$ cat src/rtl/div_unit_pkg.sv
// Shared types and constants for the 32-bit restoring divider.
// Holds the state encodings, result-ready and stall levels, and the negate helper.
package div_unit_pkg;

  localparam int unsigned DATA_W = 32;
  localparam int unsigned ITER_N = 32;

  typedef enum logic [1:0] {
    DIV_FREE    = 2'b00,
    DIV_BY_ZERO = 2'b01,
    DIV_ON      = 2'b10,
    DIV_END     = 2'b11
  } div_state_e;

  localparam logic DIV_RESULT_READY     = 1'b1;
  localparam logic DIV_RESULT_NOT_READY = 1'b0;
  localparam logic STOP                 = 1'b1;
  localparam logic NO_STOP              = 1'b0;

  function automatic logic [DATA_W-1:0] neg_if(input logic [DATA_W-1:0] v, input logic n);
    return n ? (~v + 1'b1) : v;
  endfunction

endpackage

$ cat src/rtl/div_unit_if.sv
// EX-side handshake bundle of the divider.
// The master modport belongs to EX; the slave modport belongs to the divider.
interface div_unit_if;
  import div_unit_pkg::*;

  logic                start_i;
  logic                signed_div_i;
  logic [DATA_W-1:0]   opdata1_i;
  logic [DATA_W-1:0]   opdata2_i;
  logic                annul_i;
  logic [2*DATA_W-1:0] result_o;
  logic                ready_o;
  logic                stallreq_for_ex;

  modport master (
    output start_i, signed_div_i, opdata1_i, opdata2_i, annul_i,
    input  result_o, ready_o, stallreq_for_ex
  );

  modport slave (
    input  start_i, signed_div_i, opdata1_i, opdata2_i, annul_i,
    output result_o, ready_o, stallreq_for_ex
  );

endinterface

$ cat src/rtl/div_unit_step.sv
// One restoring shift-subtract iteration on the 65-bit working register.
// Layout: [64:33] remainder, [32:1] unconsumed dividend / quotient bits, [0] newest quotient bit.
module div_step
  import div_unit_pkg::*;
(
  input  logic [2*DATA_W:0]   part_i,
  input  logic [DATA_W-1:0]   divisor_i,
  output logic [2*DATA_W:0]   part_o
);

  logic              ge;
  logic [DATA_W-1:0] diff;
  logic [DATA_W-1:0] rem;

  always_comb begin
    // Compare the 33-bit partial remainder; the difference always fits in 32 bits.
    ge     = (part_i[2*DATA_W:DATA_W] >= {1'b0, divisor_i});
    diff   = part_i[2*DATA_W-1:DATA_W] - divisor_i;
    rem    = ge ? diff : part_i[2*DATA_W-1:DATA_W];
    part_o = {rem, part_i[DATA_W-1:0], ge};
  end

endmodule

$ cat src/rtl/div_unit.sv
// Multi-cycle 32-bit signed/unsigned divider for the EX stage.
// result_o = {remainder, quotient}; stalls EX until ready_o.
//
// state       | meaning
// DIV_FREE    | idle, waiting for start_i
// DIV_BY_ZERO | divisor was zero, zero result on the next edge
// DIV_ON      | 32 iterations, then sign correction
// DIV_END     | result held while start_i stays high
module div_unit
  import div_unit_pkg::*;
(
  input logic       clk,
  input logic       rst,
  div_unit_if.slave bus
);

  div_state_e          state_q, state_d;
  logic [5:0]          cnt_q, cnt_d;
  logic [2*DATA_W:0]   part_q, part_d;
  logic [DATA_W-1:0]   divisor_q, divisor_d;
  logic                qneg_q, qneg_d;
  logic                rneg_q, rneg_d;
  logic [2*DATA_W-1:0] result_q, result_d;
  logic                ready_q, ready_d;

  logic [2*DATA_W:0]   step_part;
  logic [DATA_W-1:0]   op1_mag;
  logic [DATA_W-1:0]   op2_mag;

  div_step u_step (
    .part_i    (part_q),
    .divisor_i (divisor_q),
    .part_o    (step_part)
  );

  assign op1_mag = neg_if(bus.opdata1_i, bus.signed_div_i & bus.opdata1_i[DATA_W-1]);
  assign op2_mag = neg_if(bus.opdata2_i, bus.signed_div_i & bus.opdata2_i[DATA_W-1]);

  always_comb begin
    state_d   = state_q;
    cnt_d     = cnt_q;
    part_d    = part_q;
    divisor_d = divisor_q;
    qneg_d    = qneg_q;
    rneg_d    = rneg_q;
    result_d  = result_q;
    ready_d   = ready_q;

    case (state_q)
      DIV_FREE: begin
        result_d = '0;
        ready_d  = DIV_RESULT_NOT_READY;
        if (bus.start_i && !bus.annul_i) begin
          if (bus.opdata2_i == '0) begin
            state_d = DIV_BY_ZERO;
          end else begin
            state_d   = DIV_ON;
            cnt_d     = '0;
            part_d    = {{DATA_W{1'b0}}, op1_mag, 1'b0};
            divisor_d = op2_mag;
            qneg_d    = bus.signed_div_i & (bus.opdata1_i[DATA_W-1] ^ bus.opdata2_i[DATA_W-1]);
            rneg_d    = bus.signed_div_i & bus.opdata1_i[DATA_W-1];
          end
        end
      end

      DIV_BY_ZERO: begin
        if (bus.annul_i) begin
          state_d = DIV_FREE;
        end else begin
          state_d  = DIV_END;
          result_d = '0;
          ready_d  = DIV_RESULT_READY;
        end
      end

      DIV_ON: begin
        if (bus.annul_i) begin
          state_d = DIV_FREE;
          cnt_d   = '0;
        end else if (cnt_q != 6'(ITER_N)) begin
          part_d = step_part;
          cnt_d  = cnt_q + 6'd1;
        end else begin
          state_d  = DIV_END;
          result_d = {neg_if(part_q[2*DATA_W:DATA_W+1], rneg_q),
                      neg_if(part_q[DATA_W-1:0], qneg_q)};
          ready_d  = DIV_RESULT_READY;
        end
      end

      DIV_END: begin
        if (!bus.start_i || bus.annul_i) begin
          state_d  = DIV_FREE;
          result_d = '0;
          ready_d  = DIV_RESULT_NOT_READY;
        end
      end

      default: state_d = DIV_FREE;
    endcase
  end

  always_ff @(posedge clk) begin
    if (rst) begin
      state_q   <= DIV_FREE;
      cnt_q     <= '0;
      part_q    <= '0;
      divisor_q <= '0;
      qneg_q    <= 1'b0;
      rneg_q    <= 1'b0;
      result_q  <= '0;
      ready_q   <= DIV_RESULT_NOT_READY;
    end else begin
      state_q   <= state_d;
      cnt_q     <= cnt_d;
      part_q    <= part_d;
      divisor_q <= divisor_d;
      qneg_q    <= qneg_d;
      rneg_q    <= rneg_d;
      result_q  <= result_d;
      ready_q   <= ready_d;
    end
  end

  assign bus.result_o        = result_q;
  assign bus.ready_o         = ready_q;
  assign bus.stallreq_for_ex = (bus.start_i & ~ready_q & ~bus.annul_i & ~rst) ? STOP : NO_STOP;

endmodule
$ cat src/flat_wrapper.sv
// flat-port wrapper written by rule: the top's interface ports become plain ports
module div_unit_flat import div_unit_pkg::*;
  (clk, rst, bus_start_i, bus_signed_div_i, bus_opdata1_i, bus_opdata2_i, bus_annul_i, bus_result_o, bus_ready_o, bus_stallreq_for_ex);
  div_unit_if bus_i ();
  input logic clk;
  input logic rst;
  input wire logic [$bits(bus_i.start_i)-1:0] bus_start_i;
  input wire logic [$bits(bus_i.signed_div_i)-1:0] bus_signed_div_i;
  input wire logic [$bits(bus_i.opdata1_i)-1:0] bus_opdata1_i;
  input wire logic [$bits(bus_i.opdata2_i)-1:0] bus_opdata2_i;
  input wire logic [$bits(bus_i.annul_i)-1:0] bus_annul_i;
  output wire logic [$bits(bus_i.result_o)-1:0] bus_result_o;
  output wire logic [$bits(bus_i.ready_o)-1:0] bus_ready_o;
  output wire logic [$bits(bus_i.stallreq_for_ex)-1:0] bus_stallreq_for_ex;
  assign bus_i.start_i = bus_start_i;
  assign bus_i.signed_div_i = bus_signed_div_i;
  assign bus_i.opdata1_i = bus_opdata1_i;
  assign bus_i.opdata2_i = bus_opdata2_i;
  assign bus_i.annul_i = bus_annul_i;
  assign bus_result_o = bus_i.result_o;
  assign bus_ready_o = bus_i.ready_o;
  assign bus_stallreq_for_ex = bus_i.stallreq_for_ex;
  div_unit u_core (.clk(clk), .rst(rst), .bus(bus_i));
endmodule
$ cat config.mk
export PLATFORM = sky130hd
export DESIGN_NAME = div_unit_flat
export DESIGN_NICKNAME = d
export VERILOG_FILES = /design/src/rtl/div_unit_pkg.sv /design/src/rtl/div_unit_if.sv /design/src/rtl/div_unit_step.sv /design/src/rtl/div_unit.sv /design/src/flat_wrapper.sv
export SDC_FILE = /design/constraint.sdc
export NUM_CORES = 1
export LEC_CHECK = 0
export CORE_MARGIN = 4
export CORE_UTILIZATION = 51
export CTS_CLUSTER_DIAMETER = 80
export DETAILED_ROUTE_END_ITERATION = 10
export PLACE_DENSITY = 0.77
export SYNTH_ARGS = -nofsm -noshare
export SYNTH_HDL_FRONTEND = slang
export SYNTH_SLANG_ARGS = --single-unit
$ cat constraint.sdc
create_clock -name clk -period 3.1 [get_ports clk]
set_clock_uncertainty 0.15 [all_clocks]
set_input_delay 0.93 -clock clk [delete_from_list [all_inputs] [get_ports clk]]
set_output_delay 0.93 -clock clk [all_outputs]
set_load 0.02 [all_outputs]
==> impl_metrics.yaml, run 1 <==
status:
  status: "complete, but fails checks"
  violations: "negative setup slack"
synth:
  syn_nets: 1515
  avgSynthCellArea_um2: 7.779
  syn_area_um2: 10910
  synth_top_family_by_area: "compound AO/OA/AOI/OAI gates"
  synth_warnings: 0
  ys_top_cells_by_count: "nand2_1, dfxtp_1, nor2_1"
  muxShareOfSynthArea_pct: 1.927
  async_flop_share_pct: 0
  synth_seq_cells: 172
  synth_most_common_cell: "nand2_1"
  syn_inst: 1402
  yosysSeqAreaShare_pct: 31.57
  yosys_most_used_dff: "dfxtp_1"
  yosysUniqueCellTypes: 78
  synth_top_area_share_pct: 31.57
  synth-edff-count: 0
  synth_compound_area_share_pct: 23.28
  yosys.area_share.adder_pct: 5.116
  synth-simple-area-share_pct: 20.35
  synthXorXnorAreaFrac_pct: 12.29
  yosysTopAreaCell: "dfxtp_1"
  yosys-top-cells-area: "dfxtp_1, nand2_1, xnor2_1"
final_layout:
  nFillCells: 1504
  nets: 1782
  antenna_cells: 0
  area_growth_pct: 40.12
  drive_gt1_share_pct: 24.97
routing:
  wl_um: 34600
  met1_length_um: 15310
  wl_per_cell_um: 17.68
  avgViaCountPerCell: 5.844
  topRoutingLayerUsed: "met4"
  drcViolationCount: 0
  firstDrtPassIters: 6
  dr_wl_met2_um: 16290
  drtIter0Drc: 903
  vias: 11440
  route.met3.wl_um: 2379
  final_antenna_net_count: 0
timing:
  setup_ws_ns: -0.1353
  tightest_slew_ns: 0.7497
  final.setup.tns_ns: -0.6038
  rsz0062_at_grt: "yes"
  timing.final.crit_share_pct: 104.4
  hold_viol: 0
  fmax_mhz: 309.1
  maxSlewViolCount: 0
  fin_hold_ws_ns: 0.2974
  setup_viol: 18
  min_period_ns: 3.235
  maxSlewHeadroom_pct: 49.95
placement:
  port_buffers: 134
  hpwl_um: 22920
  gp_congestion: 0.9289
  place_ws_ns: -0.8315
clock_network:
  root_buffer: "clkbuf_16"
  clk_pin_slew_ns: 0.06
  htree_levels: 4
  cts_hold_buf: 0
  clkSinkCount: 172
  cts_tree: "done"
  clock_path_buffers: 2
  clkLatencyLatePin_ns: 0.43
  cts_buffers: 17
grt:
  track_usage_pct: 27.31
  grt_antenna_before_repair: 0
  grt_max_degree: 121
  grt_pass1_vias: 10690
  grt_remaining_overflow: 0
  grt_pass1_wl_um: 54200
power_and_ir_drop:
  p_leak_uw: 0.006031
  power.density_nw_per_um2: 596.6
  peakVddDrop_v: 0.0003730
worst_setup_path:
  worst_setup_path_start_kind: "primary input"
  cp_data_arrival_time_ns: 3.44
  path_max_fanout: 4
  timing.critical_path.from: "bus_opdata1_i[12]"
  critical_path_required_ns: 3.31
  criticalPathCategory: "primary input to register"
  r2r_cells: 14
  r2r-start: "u_core.part_q[32]$_SDFFE_PP0P_"
  critPathCaptureType: "register"
  ff2ff_setup_slack_ns: -0.03
  reg2reg_to: "u_core.part_q[55]$_SDFFE_PP0P_"
  setup.worst_path.end: "u_core.part_q[28]$_SDFFE_PP0P_"
die:
  core_um2: 21020
  die_h_um: 154.2
  placementRows: 53
  die_area_um2: 23790
  initial_utilization_pct: 51.88
  ios: 135
  die_w_um: 154.2
hold_path:
  min-delay-start: "u_core.bus.result_o[31]$_SDFFE_PP0P_"
  hold_class: "register to register"
flow_run:
  max_cap_viol_count: 0
==> layer usage <==
metal  vias up  GRT usage, %
met4         0         6.770
met3        61         3.693
met1      5427         38.44
met2       471         44.51
li1       5477             -
met5         -             0
==> metrics by stage <==
step                utilization [%]  cell area, um2  cells  power, uW
finish                        72.70           15280   1957       9117
global route                  72.70           15280   1957       9612
CTS                           70.45           14810   1948       8796
detailed placement            64.97           13660   1887       6322
global placement              64.97           13660   1887       6259
floorplan                         -           11090   1402       5243
==> worst min path at each step <==
stage / to / depth (start not counted)
finish: u_core.bus.result_o[31]$_SDFFE_PP0P_ / 2
floorplan: u_core.divisor_q[31]$_SDFFE_PP0P_ / 2
CTS: u_core.bus.result_o[31]$_SDFFE_PP0P_ / 2
global placement: u_core.bus.result_o[31]$_SDFFE_PP0P_ / 2
detailed placement: u_core.bus.result_o[31]$_SDFFE_PP0P_ / 2
global route: u_core.bus.result_o[31]$_SDFFE_PP0P_ / 2
==> cells by family (layout without fill, tap and decap cells) <==
kind of cell / Yosys count / in the layout
AO/OA/AOI/OAI: 401 / 401
AND/OR/NAND/NOR: 466 / 470
multiplexers: 21 / 21
adder cells (fa/ha/maj): 44 / 44
buffers and inverters: 145 / 421
flip-flops: 172 / 172
XOR/XNOR: 153 / 153
==> worst max-delay path, cell delays in order <==
cell and delay (ns):
buf_6 0.09, or4_4 0.52, or4_4 0.44, or4b_4 0.54, buf_6 0.14, nor3_4 0.21
a21oi_2 0.09, xnor2_1 0.15, o21ai_1 0.13, nand2_1 0.07, a21oi_1 0.11
==> cells in the final DEF (no fill, tap or decap), drive strengths merged, types with 28 or more instances in the layout <==
| cell | instances |
|---|---|
| clkbuf | 28 |
| a211oi | 35 |
| xor2 | 74 |
| xnor2 | 79 |
| ha | 43 |
| o21ai | 131 |
| inv | 70 |
| buf | 199 |
| clkdlybuf4s50 | 102 |
| nand2 | 203 |
| o31ai | 29 |
| nor2 | 128 |
| a22oi | 51 |
| dfxtp | 172 |
| a21oi | 91 |
==> registers in the layout, summed over array words and instances (netlist names) <==
name	count
u_core.bus.result_o	64
u_core.bus.ready_o	1
u_core.part_q	65
u_core.state_q	2
u_core.divisor_q	32
u_core.rneg_q	1
u_core.cnt_q	6
u_core.qneg_q	1
==> area by class of cell <==
cell class / count / area [um2] / share of cell area, %
clock buffer: 21 / 460.4 / 3.013
clock inverter: 11 / 133.9 / 0.8760
inverter: 67 / 251.5 / 1.646
multi-input combinational: 1089 / 7674 / 50.21
sequential: 172 / 3448 / 22.56
tap: 275 / 344.1 / 2.252
timing repair buffer: 322 / 2970 / 19.44
==> report_power, final <==
part	internal [uW]	leakage, uW	total [uW]	switching, uW
combinational	1820	0.00435	4250	2430
sequential	2420	0.00140	2670	244
clock	1240	0.000282	2200	953
total	5490	0.00603	9120	3630
==> repair_timing <==
action,CTS,global route
resized for setup,146,130
pin swaps,45,69
endpoints found under the setup margin,106,112
setup buffers,19,12
gates cloned,10,1
No activity file was read; power rests on OpenSTA's default activity.
==> inputs of run 2 (changes only) <==
--- a/config.mk
+++ b/config.mk
@@ -5,6 +5,7 @@
 export SDC_FILE = /design/constraint.sdc
 export NUM_CORES = 1
 export LEC_CHECK = 0
+export CAP_MARGIN = 5
 export CORE_MARGIN = 4
 export CORE_UTILIZATION = 51
 export CTS_CLUSTER_DIAMETER = 80
==> results of run 2 <==
Final layout, timing and power as in run 1 (identical DEF).
